===== config.mk =====
export PLATFORM = sky130hd
export DESIGN_NAME = pipe_stall_ctrl_flat
export DESIGN_NICKNAME = d
export VERILOG_FILES = /design/src/rtl/pipe_stall_ctrl_pkg.sv /design/src/rtl/pipe_stall_ctrl_if.sv /design/src/rtl/pipe_stall_ctrl_sat_counter.sv /design/src/rtl/pipe_stall_ctrl.sv /design/src/flat_wrapper.sv
export SDC_FILE = /design/constraint.sdc
export NUM_CORES = 1
export LEC_CHECK = 0
export ABC_AREA = 1
export CELL_PAD_IN_SITES_DETAIL_PLACEMENT = 1
export CELL_PAD_IN_SITES_GLOBAL_PLACEMENT = 2
export CORE_UTILIZATION = 21
export CTS_CLUSTER_DIAMETER = 100
export DETAILED_ROUTE_END_ITERATION = 8
export GPL_ROUTABILITY_DRIVEN = 1
export PLACE_DENSITY_LB_ADDON = 0.1
export SLEW_MARGIN = 10
export SYNTH_ARGS = -nofsm -noshare
export SYNTH_HDL_FRONTEND = slang
export SYNTH_SLANG_ARGS = --single-unit

===== constraint.sdc =====
create_clock -name clk_i -period 1.4 [get_ports clk_i]
set_input_delay 0.21 -clock clk_i [delete_from_list [all_inputs] [get_ports clk_i]]
set_output_delay 0.21 -clock clk_i [all_outputs]
set_load 0.05 [all_outputs]

===== src/rtl/pipe_stall_ctrl_pkg.sv =====
// rtl/pipe_stall_ctrl_pkg.sv - shared state encoding and defaults for the pipeline stall controller
package pipe_ctrl_pkg;

  typedef enum logic [1:0] {
    RUN      = 2'd0,
    MEM_WAIT = 2'd1,
    ERR      = 2'd2
  } state_e;

  localparam int TIMEOUT_DEFAULT = 255;

  // Bits needed to hold 0..limit inclusive, never less than one.
  function automatic int cnt_width(input int limit);
    return (limit < 1) ? 1 : $clog2(limit + 1);
  endfunction

endpackage


===== src/rtl/pipe_stall_ctrl_if.sv =====
// rtl/pipe_stall_ctrl_if.sv - hazard inputs and pipeline-register control outputs of the stall controller
interface pipe_stall_ctrl_if #(
  parameter int CNT_W = 32
);
  logic             loaduse_i;
  logic             branch_taken_i;
  logic             dmem_req_i;
  logic             dmem_ack_i;
  logic             pc_hold_o;
  logic             ifid_hold_o;
  logic             ifid_flush_o;
  logic             idex_bubble_o;
  logic             exmem_hold_o;
  logic             memwb_bubble_o;
  logic             err_o;
  logic [CNT_W-1:0] stall_cnt_o;

  modport master (
    output loaduse_i, branch_taken_i, dmem_req_i, dmem_ack_i,
    input  pc_hold_o, ifid_hold_o, ifid_flush_o, idex_bubble_o,
    input  exmem_hold_o, memwb_bubble_o, err_o, stall_cnt_o
  );

  modport slave (
    input  loaduse_i, branch_taken_i, dmem_req_i, dmem_ack_i,
    output pc_hold_o, ifid_hold_o, ifid_flush_o, idex_bubble_o,
    output exmem_hold_o, memwb_bubble_o, err_o, stall_cnt_o
  );
endinterface


===== src/rtl/pipe_stall_ctrl_sat_counter.sv =====
// rtl/pipe_stall_ctrl_sat_counter.sv - up counter with synchronous clear that stops at LIMIT
module sat_counter #(
  parameter int           W     = 8,
  parameter logic [W-1:0] LIMIT = '1
) (
  input  logic         clk_i,
  input  logic         rst_i,
  input  logic         clr_i,
  input  logic         en_i,
  output logic [W-1:0] cnt_o
);

  logic [W-1:0] cnt_q, cnt_d;

  always_comb begin
    cnt_d = cnt_q;
    if (clr_i) begin
      cnt_d = '0;
    end else if (en_i && (cnt_q != LIMIT)) begin
      cnt_d = cnt_q + W'(1);
    end
  end

  always_ff @(posedge clk_i or posedge rst_i) begin
    if (rst_i) begin
      cnt_q <= '0;
    end else begin
      cnt_q <= cnt_d;
    end
  end

  assign cnt_o = cnt_q;

endmodule


===== src/rtl/pipe_stall_ctrl.sv =====
// rtl/pipe_stall_ctrl.sv - stall/flush control for a 5-stage pipeline; STALL_PERF_EN enables the stall counter
module pipe_stall_ctrl
  import pipe_ctrl_pkg::*;
#(
  parameter int TIMEOUT = TIMEOUT_DEFAULT,
  parameter int CNT_W   = 32
) (
  input  logic               clk_i,
  input  logic               rst_i,
  pipe_stall_ctrl_if.slave   bus
);

  localparam int WAIT_W = cnt_width(TIMEOUT);
  localparam logic [WAIT_W-1:0] WAIT_LIMIT = WAIT_W'(TIMEOUT);

  state_e            state_q;
  logic              flush_pend_q, flush_pend_d;
  logic [WAIT_W-1:0] wait_cnt;
  logic              err_state, wait_start, mem_stall, lu_stall, br_flush, hold;

  assign err_state  = (state_q == ERR);
  assign wait_start = (state_q == RUN) && bus.dmem_req_i && !bus.dmem_ack_i;
  assign mem_stall  = wait_start || ((state_q == MEM_WAIT) && !bus.dmem_ack_i);
  assign lu_stall   = !err_state && !mem_stall && bus.loaduse_i;
  assign br_flush   = !err_state && !mem_stall && !lu_stall &&
                      (bus.branch_taken_i || flush_pend_q);

  // Every control output is forced low while reset is held, independent of the clock.
  assign hold               = !rst_i && (err_state || mem_stall || lu_stall);
  assign bus.pc_hold_o      = hold;
  assign bus.ifid_hold_o    = hold;
  assign bus.ifid_flush_o   = !rst_i && br_flush && !hold;
  assign bus.idex_bubble_o  = !rst_i && lu_stall;
  assign bus.exmem_hold_o   = !rst_i && (err_state || mem_stall);
  assign bus.memwb_bubble_o = !rst_i && (err_state || mem_stall);
  assign bus.err_o          = err_state;

  // A branch resolved under any stall is remembered until the first free cycle.
  always_comb begin
    flush_pend_d = flush_pend_q;
    if (!err_state) begin
      if (mem_stall || lu_stall) begin
        flush_pend_d = flush_pend_q || bus.branch_taken_i;
      end else begin
        flush_pend_d = 1'b0;
      end
    end
  end

  always_ff @(posedge clk_i or posedge rst_i) begin
    if (rst_i) begin
      state_q      <= RUN;
      flush_pend_q <= 1'b0;
    end else begin
      flush_pend_q <= flush_pend_d;
      case (state_q)
        RUN:      if (wait_start) state_q <= MEM_WAIT;
        MEM_WAIT: begin
          if (bus.dmem_ack_i) begin
            state_q <= RUN;
          end else if (wait_cnt == WAIT_LIMIT) begin
            state_q <= ERR;
          end
        end
        ERR:      state_q <= ERR;
        default:  state_q <= RUN;
      endcase
    end
  end

  sat_counter #(
    .W     (WAIT_W),
    .LIMIT (WAIT_LIMIT)
  ) u_wait_cnt (
    .clk_i (clk_i),
    .rst_i (rst_i),
    .clr_i (wait_start),
    .en_i  (state_q == MEM_WAIT),
    .cnt_o (wait_cnt)
  );

`ifdef STALL_PERF_EN
  sat_counter #(
    .W     (CNT_W),
    .LIMIT ({CNT_W{1'b1}})
  ) u_perf_cnt (
    .clk_i (clk_i),
    .rst_i (rst_i),
    .clr_i (1'b0),
    .en_i  (hold),
    .cnt_o (bus.stall_cnt_o)
  );
`else
  assign bus.stall_cnt_o = {CNT_W{1'b0}};
`endif

endmodule


===== src/flat_wrapper.sv =====
// flat-port wrapper written by rule: the top's interface ports become plain ports
module pipe_stall_ctrl_flat import pipe_ctrl_pkg::*;
#(
  parameter int TIMEOUT = TIMEOUT_DEFAULT,
  parameter int CNT_W   = 32
)
  (clk_i, rst_i, bus_loaduse_i, bus_branch_taken_i, bus_dmem_req_i, bus_dmem_ack_i, bus_pc_hold_o, bus_ifid_hold_o, bus_ifid_flush_o, bus_idex_bubble_o, bus_exmem_hold_o, bus_memwb_bubble_o, bus_err_o, bus_stall_cnt_o);
  pipe_stall_ctrl_if #(.CNT_W(CNT_W)) bus_i ();
  input  logic clk_i;
  input  logic rst_i;
  input wire logic [$bits(bus_i.loaduse_i)-1:0] bus_loaduse_i;
  input wire logic [$bits(bus_i.branch_taken_i)-1:0] bus_branch_taken_i;
  input wire logic [$bits(bus_i.dmem_req_i)-1:0] bus_dmem_req_i;
  input wire logic [$bits(bus_i.dmem_ack_i)-1:0] bus_dmem_ack_i;
  output wire logic [$bits(bus_i.pc_hold_o)-1:0] bus_pc_hold_o;
  output wire logic [$bits(bus_i.ifid_hold_o)-1:0] bus_ifid_hold_o;
  output wire logic [$bits(bus_i.ifid_flush_o)-1:0] bus_ifid_flush_o;
  output wire logic [$bits(bus_i.idex_bubble_o)-1:0] bus_idex_bubble_o;
  output wire logic [$bits(bus_i.exmem_hold_o)-1:0] bus_exmem_hold_o;
  output wire logic [$bits(bus_i.memwb_bubble_o)-1:0] bus_memwb_bubble_o;
  output wire logic [$bits(bus_i.err_o)-1:0] bus_err_o;
  output wire logic [$bits(bus_i.stall_cnt_o)-1:0] bus_stall_cnt_o;
  assign bus_i.loaduse_i = bus_loaduse_i;
  assign bus_i.branch_taken_i = bus_branch_taken_i;
  assign bus_i.dmem_req_i = bus_dmem_req_i;
  assign bus_i.dmem_ack_i = bus_dmem_ack_i;
  assign bus_pc_hold_o = bus_i.pc_hold_o;
  assign bus_ifid_hold_o = bus_i.ifid_hold_o;
  assign bus_ifid_flush_o = bus_i.ifid_flush_o;
  assign bus_idex_bubble_o = bus_i.idex_bubble_o;
  assign bus_exmem_hold_o = bus_i.exmem_hold_o;
  assign bus_memwb_bubble_o = bus_i.memwb_bubble_o;
  assign bus_err_o = bus_i.err_o;
  assign bus_stall_cnt_o = bus_i.stall_cnt_o;
  pipe_stall_ctrl #(.TIMEOUT(TIMEOUT), .CNT_W(CNT_W)) u_core (.clk_i(clk_i), .rst_i(rst_i), .bus(bus_i));
endmodule

==> results of run 1 <==
## critical path: stages, from the launching register on
cell        delay [ns]
dfrtp_1           0.40
inv_2             0.09
nor2_4            0.04
nand2_2           0.07
nand2_4           0.05
nor2_4            0.10
nand2_2           0.08
nand2_2           0.08
clkinvlp_4        0.10
buf_6             0.16
## cell type report
type / count / share of cell area (%)
Timing Repair Buffer: 26 / 21.62
Clock buffer: 4 / 3.475
Multi-Input combinational cell: 102 / 43.05
Tap cell: 52 / 5.019
Sequential cell: 11 / 21.24
Inverter: 18 / 5.598
## sequential cells by signal, indices dropped and copies added, names as in the netlist
register	cells
u_core.u_wait_cnt.cnt_o	8
u_core.state_q	2
u_core.flush_pend_q	1
## Yosys cell counts
cell       n
nor2_1    13
conb_1     1
a21oi_2    1
nand3_1   10
buf_4     35
o21ai_1    2
clkinv_2   1
xor2_1     3
nand2_4    3
dfrtp_1   11
inv_1     17
nand4_1    2
nor2_4     3
ha_1       1
a21oi_1    1
o21ai_0    4
nand2_1   26
nand2_2    1
## cells by family (layout without fill, tap and decap cells)
logic type / Yosys count / in the layout / synth area share, %
flops: 11 / 11 / 28.20
other cells: 1 / 32 / 0.3842
simple gates: 58 / 58 / 28.97
compound gates: 8 / 8 / 4.487
buf+inv: 53 / 48 / 33.97
fa+ha+maj: 1 / 1 / 1.282
xor+xnor: 3 / 3 / 2.693
## placed cells by master (no fill, tap or decap), drive strengths merged
cell,netlist,routed
conb,1,32
nand2,30,30
buf,35,21
inv,17,16
nor2,16,16
dfrtp,11,11
nand3,10,10
o21ai,6,6
clkdlybuf4s50,0,4
clkbuf,0,4
xor2,3,3
nand4,2,2
a21oi,2,2
clkinv,1,1
clkinvlp,0,1
ha,1,1
dlygate4sd2,0,1
## stage by stage
stage,setup TNS (ns),util (%),power [uW]
after floorplan,-0.4615,-,1031
after global placement,-1.234,26.70,1186
after detailed placement,-1.578,26.70,1191
after CTS,-1.378,28.97,1575
after global routing,-1.731,29.37,1688
final,-1.239,29.37,1587
## routing by layer
metal / track usage [%] / wire length (um) / vias up
met5: 0 / 0 / -
li1: - / - / 395
met2: 16.13 / 1124 / 24
met3: 1.443 / 88 / 2
met4: 3.333 / 10 / 0
met1: 11.15 / 952 / 366
## repair_timing
item                       CTS  global route
gates cloned                 0             0
pin swaps                    2             4
setup buffers                4             1
setup endpoints to repair    8            14
gates resized for setup      9             5
## how the worst min path moves through the flow
| stage | startpoint | cells after the start | to |
|---|---|---|---|
| 5_1_grt | rst_i | 3 | u_core.flush_pend_q |
| 4_1_cts | rst_i | 3 | u_core.flush_pend_q |
| 6_report | rst_i | 3 | u_core.u_wait_cnt.cnt_o[5] |
| 3_3_place_gp | u_core.flush_pend_q | 2 | u_core.flush_pend_q |
| 2_1_floorplan | rst_i | 1 | u_core.flush_pend_q |
| 3_5_place_dp | u_core.flush_pend_q | 2 | u_core.flush_pend_q |
## power by group
group | total (uW) | internal, uW | leakage [uW] | switching (uW)
Combinational | 819 | 293 | 0.000495 | 526
Clock | 322 | 200 | 0.0000228 | 121
Sequential | 446 | 377 | 0.000147 | 68.7
Total | 1590 | 870 | 0.000665 | 716
==> impl_summary.log, run 1 <==
[metrics] number of port buffers: 12
[metrics] synthesized area per cell: 7.229 um2
[metrics] drt first pass iters: 2
[metrics] total power divided by cell area: between 1000 and 1500 nW/um2
[metrics] start point of the critical path: u_core.state_q[0]
[metrics] top cell type's share of synthesized area: 28.21%
[metrics] final setup skew: 0.004470 ns
[metrics] Detailed Place HPWL: about 1700 um
[metrics] y dimension of the die: around 70 um
[metrics] critical setup path kind: flop to primary output
[metrics] worst ir drop on vdd: approximately 0.59 mV
[metrics] count of yosys warnings during synthesis: 0
[metrics] part of the cycle the worst path needs: 116.8%
[metrics] vias in the first global route: 790
[metrics] RSZ-0062 raised after global routing: true
[metrics] depth of the worst register-to-register path: 9
[metrics] critical path capture point: bus_ifid_hold_o
[metrics] total of max-cap violations: 0
[metrics] # clock sinks: 11
[metrics] Die Footprint: about 5000 um2
[metrics] startpoint kind of the worst setup timing path: flop
[metrics] register-to-register setup slack: between 0.1 and 0.15 ns
[metrics] routed wire length: about 2200 um
[metrics] overall die width: 70.17 um
[metrics] number of nets in the finished design: 169
[metrics] outcome: finished, violations left
[metrics] antenna diode count: 0
[metrics] Bufs on Longest Clock Path: 2
[metrics] violations in the final reports: setup timing
[metrics] area occupied by multi-input gates: between 500 and 600 um2
[metrics] ports placed on the boundary: 45
[metrics] floorplan row count: 24
[metrics] RePlAce Congestion: around 0.74
[metrics] via count: 787
[metrics] post-synthesis sequential area ratio: 28.21%
[metrics] total standard cell area after synthesis: around 980 um2
[metrics] global-route wire length before repair: about 3600 um
[metrics] Max Fclk: roughly 0.61 GHz
[metrics] worst-path fanout max: 3
[metrics] average wire per standard cell: roughly 10 um
[metrics] Hold WC Path Type: input port to async pin
[metrics] cell types occupying the most area after synthesis: dfrtp_1, buf_4, nand2_1
[metrics] Register Area: 275.3 um2
[metrics] area added between synthesis and finish: 32.82%
[metrics] CTS Root Cell: clkbuf_8
[metrics] number of distinct standard cells referenced by the synthesized netlist: 18
[metrics] Worst Path Required: 1.19 ns
[metrics] total leakage power: 0.0006655 uW
[metrics] final cell count without fillers: 213
[metrics] proportion of layout cells with a drive suffix above 1: between 30% and 40%
[metrics] worst setup timing slack at the placement stage: -0.2910 ns
[metrics] number of hold buffers added after cts: 0
[metrics] Post-Place Cells: 206
[metrics] maximum number of pins on one net before global-route repair: 11
[metrics] fill cell count: ~560
[metrics] total track usage: under 10%
[metrics] summed area of non-filler cells in the final layout: ~1300 um2
[metrics] total core area: approximately 4400 um2
[metrics] post-placement cell area: roughly 1200 um2
[metrics] antenna viol nets, final: 0
[metrics] clock-pin transition on the worst setup and hold timing paths: around 0.050 ns
[metrics] worst-case setup margin in the final layout: -0.2353 ns
[metrics] max-slew violation count: 0
[metrics] antenna violations before repair: 0
[metrics] final critical delay including setup and external delays: ~1.6 ns
[metrics] H-Tree Level Count: 1
[metrics] number of hold-slack violations in the final timing report: 0
[metrics] CTS Buf Count: 3
[metrics] Setup-failing EPs final: 6
[metrics] count of unresolved DRC violations after routing: 0
[metrics] endpoint class of the critical path: primary output
[metrics] clock tree from TritonCTS: built
[metrics] post-synthesis register bit count: 11
[metrics] Post-Route Hold Slack: between 0.3 and 0.4 ns
[metrics] Synth area leader: dfrtp_1
[metrics] initial core utilization: 22.11%
[metrics] launching point of the worst reg2reg path: u_core.u_wait_cnt.cnt_o[0]
[metrics] Data arrival, critical path: 1.43 ns
[metrics] later-pin clock latency in the skew report: 0.24 ns
[metrics] Reg2Reg Capture Point: u_core.u_wait_cnt.cnt_o[2]
[metrics] number of instances in the synthesized netlist: between 100 and 150
[metrics] global route overflow: 0
[metrics] 1st-iter DRT viols: 5
[metrics] mean number of vias per cell: 3.695
Note: power is estimated with default switching activity, not from simulation.
==> run 2, diff against run 1 <==
--- a/config.mk
+++ b/config.mk
@@ -13,6 +13,7 @@
 export DETAILED_ROUTE_END_ITERATION = 8
 export GPL_ROUTABILITY_DRIVEN = 1
 export PLACE_DENSITY_LB_ADDON = 0.1
+export SKIP_LAST_GASP = 1
 export SLEW_MARGIN = 10
 export SYNTH_ARGS = -nofsm -noshare
 export SYNTH_HDL_FRONTEND = slang
==> results of run 2 <==
The final DEF is identical to that of run 1; final timing and power are the same.
